==> src/rtl/qed_replay_buffer.sv <==
// QED replay buffer: captures original-mode fetches into a circular buffer and
// replays them in program order while in duplicate mode.
module qed_replay_buffer #(
  parameter int          IW         = 32,
  parameter int          DEPTH      = 16,
  parameter int          CW         = $clog2(DEPTH) + 1,
  parameter logic [IW-1:0] NOP      = 32'h0000_0013,
  parameter bit          FILTER_NOP = 1'b1
) (
  input  logic          clk,
  input  logic          rst,
  input  logic          ena,
  input  logic          exec_dup,
  input  logic          stall_IF,
  input  logic          ifu_instr_vld,
  input  logic [IW-1:0] ifu_qed_instruction,
  output logic [IW-1:0] qic_qimux_instruction,
  output logic          vld_out,
  output logic          full,
  output logic          empty,
  output logic [CW-1:0] count,
  output logic          sync_pt,
  output logic          ovf_err,
  output logic          unf_err
);

  localparam int AW = $clog2(DEPTH);
  // Pointer difference that marks a full buffer: only the wrap bit set.
  localparam logic [CW-1:0] PTR_WRAP = CW'(DEPTH);

  typedef enum logic [1:0] {
    ST_IDLE,
    ST_ORIG,
    ST_DUP
  } state_t;

  state_t          state_q, state_d;
  logic [CW-1:0]   wr_ptr_q, wr_ptr_d;
  logic [CW-1:0]   rd_ptr_q, rd_ptr_d;
  logic [IW-1:0]   instr_q, instr_d;
  logic            vld_q, vld_d;
  logic            sync_q, sync_d;
  logic            ovf_q, ovf_d;
  logic            unf_q, unf_d;

  logic [IW-1:0]   mem [DEPTH];

  logic            empty_c;
  logic            full_c;
  logic            is_filtered;
  logic            push_req;
  logic            pop_req;
  logic            mem_we;

  assign empty_c     = (wr_ptr_q == rd_ptr_q);
  assign full_c      = ((wr_ptr_q ^ rd_ptr_q) == PTR_WRAP);
  assign is_filtered = FILTER_NOP && (ifu_qed_instruction == NOP);

  // Push and pop are gated by the registered state, so a mode change takes
  // effect one cycle after exec_dup flips.
  assign push_req = (state_q == ST_ORIG) && !stall_IF && ifu_instr_vld &&
                    !exec_dup && !is_filtered;
  assign pop_req  = (state_q == ST_DUP) && !stall_IF && exec_dup;
  assign mem_we   = ena && push_req && !full_c;

  // NOTE: every signal driven here gets a default first, so no path can leave
  // a value unassigned and infer a latch; blocking '=' is correct in comb logic.
  always_comb begin
    state_d  = state_q;
    wr_ptr_d = wr_ptr_q;
    rd_ptr_d = rd_ptr_q;
    instr_d  = instr_q;
    vld_d    = vld_q;
    sync_d   = sync_q;
    ovf_d    = ovf_q;
    unf_d    = unf_q;

    if (!ena) begin
      state_d = ST_IDLE;
    end else if (exec_dup) begin
      state_d = ST_DUP;
    end else begin
      state_d = ST_ORIG;
    end

    if (!ena) begin
      wr_ptr_d = '0;
      rd_ptr_d = '0;
      instr_d  = NOP;
      vld_d    = 1'b0;
      ovf_d    = 1'b0;
      unf_d    = 1'b0;
    end else if (!stall_IF) begin
      instr_d = NOP;
      vld_d   = 1'b0;

      if (push_req) begin
        if (full_c) begin
          ovf_d = 1'b1;
        end else begin
          wr_ptr_d = wr_ptr_q + CW'(1);
        end
      end

      if (pop_req) begin
        if (empty_c) begin
          unf_d = 1'b1;
        end else begin
          instr_d  = mem[rd_ptr_q[AW-1:0]];
          vld_d    = 1'b1;
          rd_ptr_d = rd_ptr_q + CW'(1);
        end
      end
    end

    // Sync point is built from next-cycle values so it lines up with the
    // registered outputs it describes; a stall freezes it like any output.
    if (!ena || !stall_IF) begin
      sync_d = (state_d == ST_ORIG) && (wr_ptr_d == rd_ptr_d) && !vld_d;
    end
  end

  // NOTE: sequential state uses non-blocking '<=' so all registers update
  // together from the same pre-edge values.
  always_ff @(posedge clk or negedge rst) begin
    if (!rst) begin
      state_q  <= ST_IDLE;
      wr_ptr_q <= '0;
      rd_ptr_q <= '0;
      instr_q  <= NOP;
      vld_q    <= 1'b0;
      sync_q   <= 1'b0;
      ovf_q    <= 1'b0;
      unf_q    <= 1'b0;
    end else begin
      state_q  <= state_d;
      wr_ptr_q <= wr_ptr_d;
      rd_ptr_q <= rd_ptr_d;
      instr_q  <= instr_d;
      vld_q    <= vld_d;
      sync_q   <= sync_d;
      ovf_q    <= ovf_d;
      unf_q    <= unf_d;
    end
  end

  // NOTE: the storage array has no reset; an entry is only ever read after it
  // has been written, because the pointers (which are reset) guard every read.
  always_ff @(posedge clk) begin
    if (mem_we) begin
      mem[wr_ptr_q[AW-1:0]] <= ifu_qed_instruction;
    end
  end

  assign qic_qimux_instruction = instr_q;
  assign vld_out               = vld_q;
  assign full                  = full_c;
  assign empty                 = empty_c;
  assign count                 = wr_ptr_q - rd_ptr_q;
  assign sync_pt               = sync_q;
  assign ovf_err               = ovf_q;
  assign unf_err               = unf_q;

endmodule

==> config.mk <==
export PLATFORM = sky130hd
export DESIGN_NAME = qed_replay_buffer
export DESIGN_NICKNAME = d
export VERILOG_FILES = /design/src/rtl/qed_replay_buffer.sv
export SDC_FILE = /design/constraint.sdc
export NUM_CORES = 1
export LEC_CHECK = 0
export BUFFER_PORTS_ARGS = -buffer_cell sky130_fd_sc_hd__buf_2
export CORE_ASPECT_RATIO = 1.1
export CORE_MARGIN = 2
export CORE_UTILIZATION = 55
export CTS_CLUSTER_DIAMETER = 50
export DETAILED_ROUTE_END_ITERATION = 10
export GPL_TIMING_DRIVEN = 0
export HOLD_SLACK_MARGIN = 0.03
export PLACE_DENSITY = 0.72
export SKIP_LAST_GASP = 1
export SYNTH_ARGS = -nofsm -noshare
export SYNTH_HDL_FRONTEND = slang
export SYNTH_SLANG_ARGS = --single-unit
==> constraint.sdc <==
create_clock -name clk -period 11.41 [get_ports clk]
set_input_delay 2.282 -clock clk [delete_from_list [all_inputs] [get_ports clk]]
set_output_delay 2.282 -clock clk [all_outputs]
set_load 0.02 [all_outputs]
==> impl_results.md <==
* Final worst path period share at 0.541
* Share of total power in combinational logic at 0.012
* Async SR Flop Fraction at 0.0857
* Clk_lat worst skew at 0.59 ns
* P_int at 3.34 mW
* Critical path buffer and inverter count at 5
* Critical path's slowest cell: buf_1
* Cell variety after synth at 51
* Register share of total power at 0.542
* GP Congestion at 0.783
* Commonest cells after routing, fill and taps aside: edfxtp_1, mux2i_1, buf_2, mux4_2, clkbuf_16
* Max incr delay on CP at 0.67 ns
* Most frequent cell on the critical path: clkbuf_1
* Clock-pin slew on the worst setup and hold paths at 0.06 ns
* Residual DRC count at 0
* CTS Root Buffer Type: clkbuf_16
* Status: complete, no violations
* DP Worst Slack at 5.83 ns
* Std-Cell Rows at 76
* Worst min path class: reg -> reg
* I/O pins at 81
* Die area at 0.0414 sq mm
* Vias in the first global route at 11600
* First-pass DRT Iterations at 5
* Unrepaired setup endpoints after global routing: no
* Post-route minimum period at 6.17 ns
* Lkg Pwr at 8.38 nW
* Crit start category: flip-flop
* Fin. max-slew vios at 0
* Vias at 11400
* Drt via density at 6.30
* Crit path DAT at 3.89 ns
* Clock Skews at 0.0189 ns
* Finished Layout Cells at 1815
* Sw Share at 0.191
* Worst-path cell chain: clkbuf_1 -> clkbuf_1 -> buf_1 -> inv_1 -> ha_1 -> nand4_1 -> nor2_2 -> buf_2
* CP max FO at 10
* Top_reg_cell synth: edfxtp_1
* Initial antenna violation count at 3
* Starting Density at 0.558
* Cts repair resizes at 0
* Nature of the critical path endpoint: output pin
* Register area share after synthesis at 0.758
* Min setup slack post-route at 5.24 ns
* CP required at 9.13 ns
* Mapped Area at 0.0219 sq mm
* Hold Buf Count CTS at 0
* Total GRT Usage at 0.247
* Grt ovf at 0
* Core area at 0.0392 sq mm
* Minimum hold slack at 0.467 ns
* Clk sinks at 560
* Postcts setup bufs at 0
* Syn Inst Count at 1094
* Routed len/inst at 27.6 um
* Number of synthesis warnings at 0
* Nets at 1307
* Max-Slew Margin vs Limit at 0.150
* Net switching power at 0.792 mW
* H-tree levels at 2
* FF+latch count, synth at 560
* CTS tree: done
* Critical path's top delay family: buffers and inverters
* Cts bufs inserted at 56
* Largest net degree at the start of global routing at 49
* Area growth, synth to finish at 15.2%
* Clock Power Share at 0.446
* Pwr Density at 164 mW/mm^2
* Final Hold Vio Count at 0
* Max_cap viols at 0
* Most common cell after layout, fill and taps aside: edfxtp_1
* Routed WL at 50000 um
* Mapped Nets at 1142
* Die Wd at 194 um
* CTS Buffer Depth at 3
* DRT iter0 DRCs at 1207
* First-pass GRT wire length at 74200 um
* Layout cells sized above 1 at 0.243
* Detail Placement HPWL at 31900 um
* Layout Utilization at 0.643
* Number of synthesized flops with an enable pin at 512
* Post-DRT Antenna Nets at 0
* Power Total at 4.14 mW
* Syn_area_per_cell at 20.0 sq um
* Placed Cells incl. Taps at 1708
* WS Path Type: reg -> out
* Maximum vdd drop at 120 uV
* Number of buffers added on ports at 80
* DIE HEIGHT at 213 um
* Worst Max-Slew Pin Slew at 1.27 ns
* Fmax at 0.162 GHz
* Final setup viols at 0
[stage by stage]
step           cell area, sq um  setup TNS [ns]
2_1_floorplan             21900               0
3_3_place_gp              22900           -6.69
3_5_place_dp              23300               0
4_1_cts                   25200               0
5_1_grt                   25200               0
6_report                  25200               0
[registers in the layout, indices dropped and copies added, names as in the netlist]
name,cells
mem,512
qic_qimux_instruction,32
rd_ptr_q,5
wr_ptr_q,5
state_q,2
ovf_err,1
sync_pt,1
unf_err,1
vld_out,1
[power groups by stage]
stage / clock (mW) / combinational [mW] / sequential, mW
3_5_place_dp: 0 / 0.0521 / 2.28
4_1_cts: 1.87 / 0.0522 / 2.24
5_1_grt: 1.94 / 0.0571 / 2.24
3_3_place_gp: 0 / 0.0488 / 2.28
6_report: 1.84 / 0.0516 / 2.24
2_1_floorplan: 0 / 0.00952 / 2.29
[tightest hold or removal path, stage by stage (launching register included)]
cell and delay, ns:
dfrtp_1 0.33, nand2_1 0.05, nand2_1 0.05
[metal layers]
metal / share of wire / GRT usage
met2: 0.50 / 0.408
met5: 0.00042 / 0
met4: 0.029 / 0.0901
met1: 0.40 / 0.334
met3: 0.073 / 0.0441
[cells by family (layout without fill, tap and decap cells)]
kind of cell,count (synthesis),in the layout,share of synthesized area
multiplexers,188,188,0.134
flip-flops,560,560,0.758
adder cells (fa/ha/maj),10,10,0.00607
buffers and inverters,72,285,0.0139
AO/OA/AOI/OAI,174,174,0.0582
AND/OR/NAND/NOR,71,71,0.0206
XOR/XNOR,19,19,0.00922
other,0,1,0
[cell type report]
cell class                      instances  area (sq um)
Buffer                                 61           263
Timing Repair Buffer                  107           787
Clock buffer                           82          1570
Antenna cell                            1          2.50
Fill cell                            2616         14000
Multi-Input combinational cell        462          5010
Sequential cell                       560         16600
Tap cell                              507           634
Inverter                               11          41.3
Clock inverter                         24           303
[worst paths after layout]
check,slack [ns],depth (start not counted),startpoint,to
max reg2reg,6.45,13,rd_ptr_q[1]$_DFF_PN0_,mem[1][12]$_DFFE_PP_
max,5.24,8,rd_ptr_q[1]$_DFF_PN0_,full
min,0.47,2,vld_out$_DFF_PN0_,vld_out$_DFF_PN0_
min in group asynchronous,1.75,1,rst,qic_qimux_instruction[21]$_DFFE_PN0P_
min reg2reg,0.47,2,vld_out$_DFF_PN0_,vld_out$_DFF_PN0_
max in group asynchronous,9.11,1,rst,qic_qimux_instruction[12]$_DFFE_PN0P_
[synthesized netlist by cell type, types with 2 or more instances]
cell type	instances	area share
edfxtp_1	512	0.70
mux2i_1	105	0.048
mux4_2	82	0.084
a221oi_1	52	0.021
dfrtp_1	45	0.052
clkbuf_1	36	0.0062
a21oi_1	30	0.0069
a21o_1	28	0.0096
o21ai_0	27	0.0062
a22oi_1	26	0.0089
buf_2	18	0.0041
and2_1	11	0.0031
nor2b_1	11	0.0031
xnor2_1	11	0.0044
inv_1	10	0.0017
ha_1	9	0.0052
and3_1	8	0.0023
nor4_1	8	0.0023
nand2_1	7	0.0012
nor2_1	6	0.0010
xor2_1	5	0.0020
buf_1	4	0.00069
a32o_1	3	0.0014
buf_4	3	0.0010
dfstp_2	3	0.0036
o22a_1	3	0.0012
and4_1	2	0.00080
nand2b_1	2	0.00057
nand3_1	2	0.00046
nor4b_1	2	0.00080
nor4bb_1	2	0.00092
xnor3_1	2	0.0021
No activity file was read; power rests on OpenSTA's default activity.
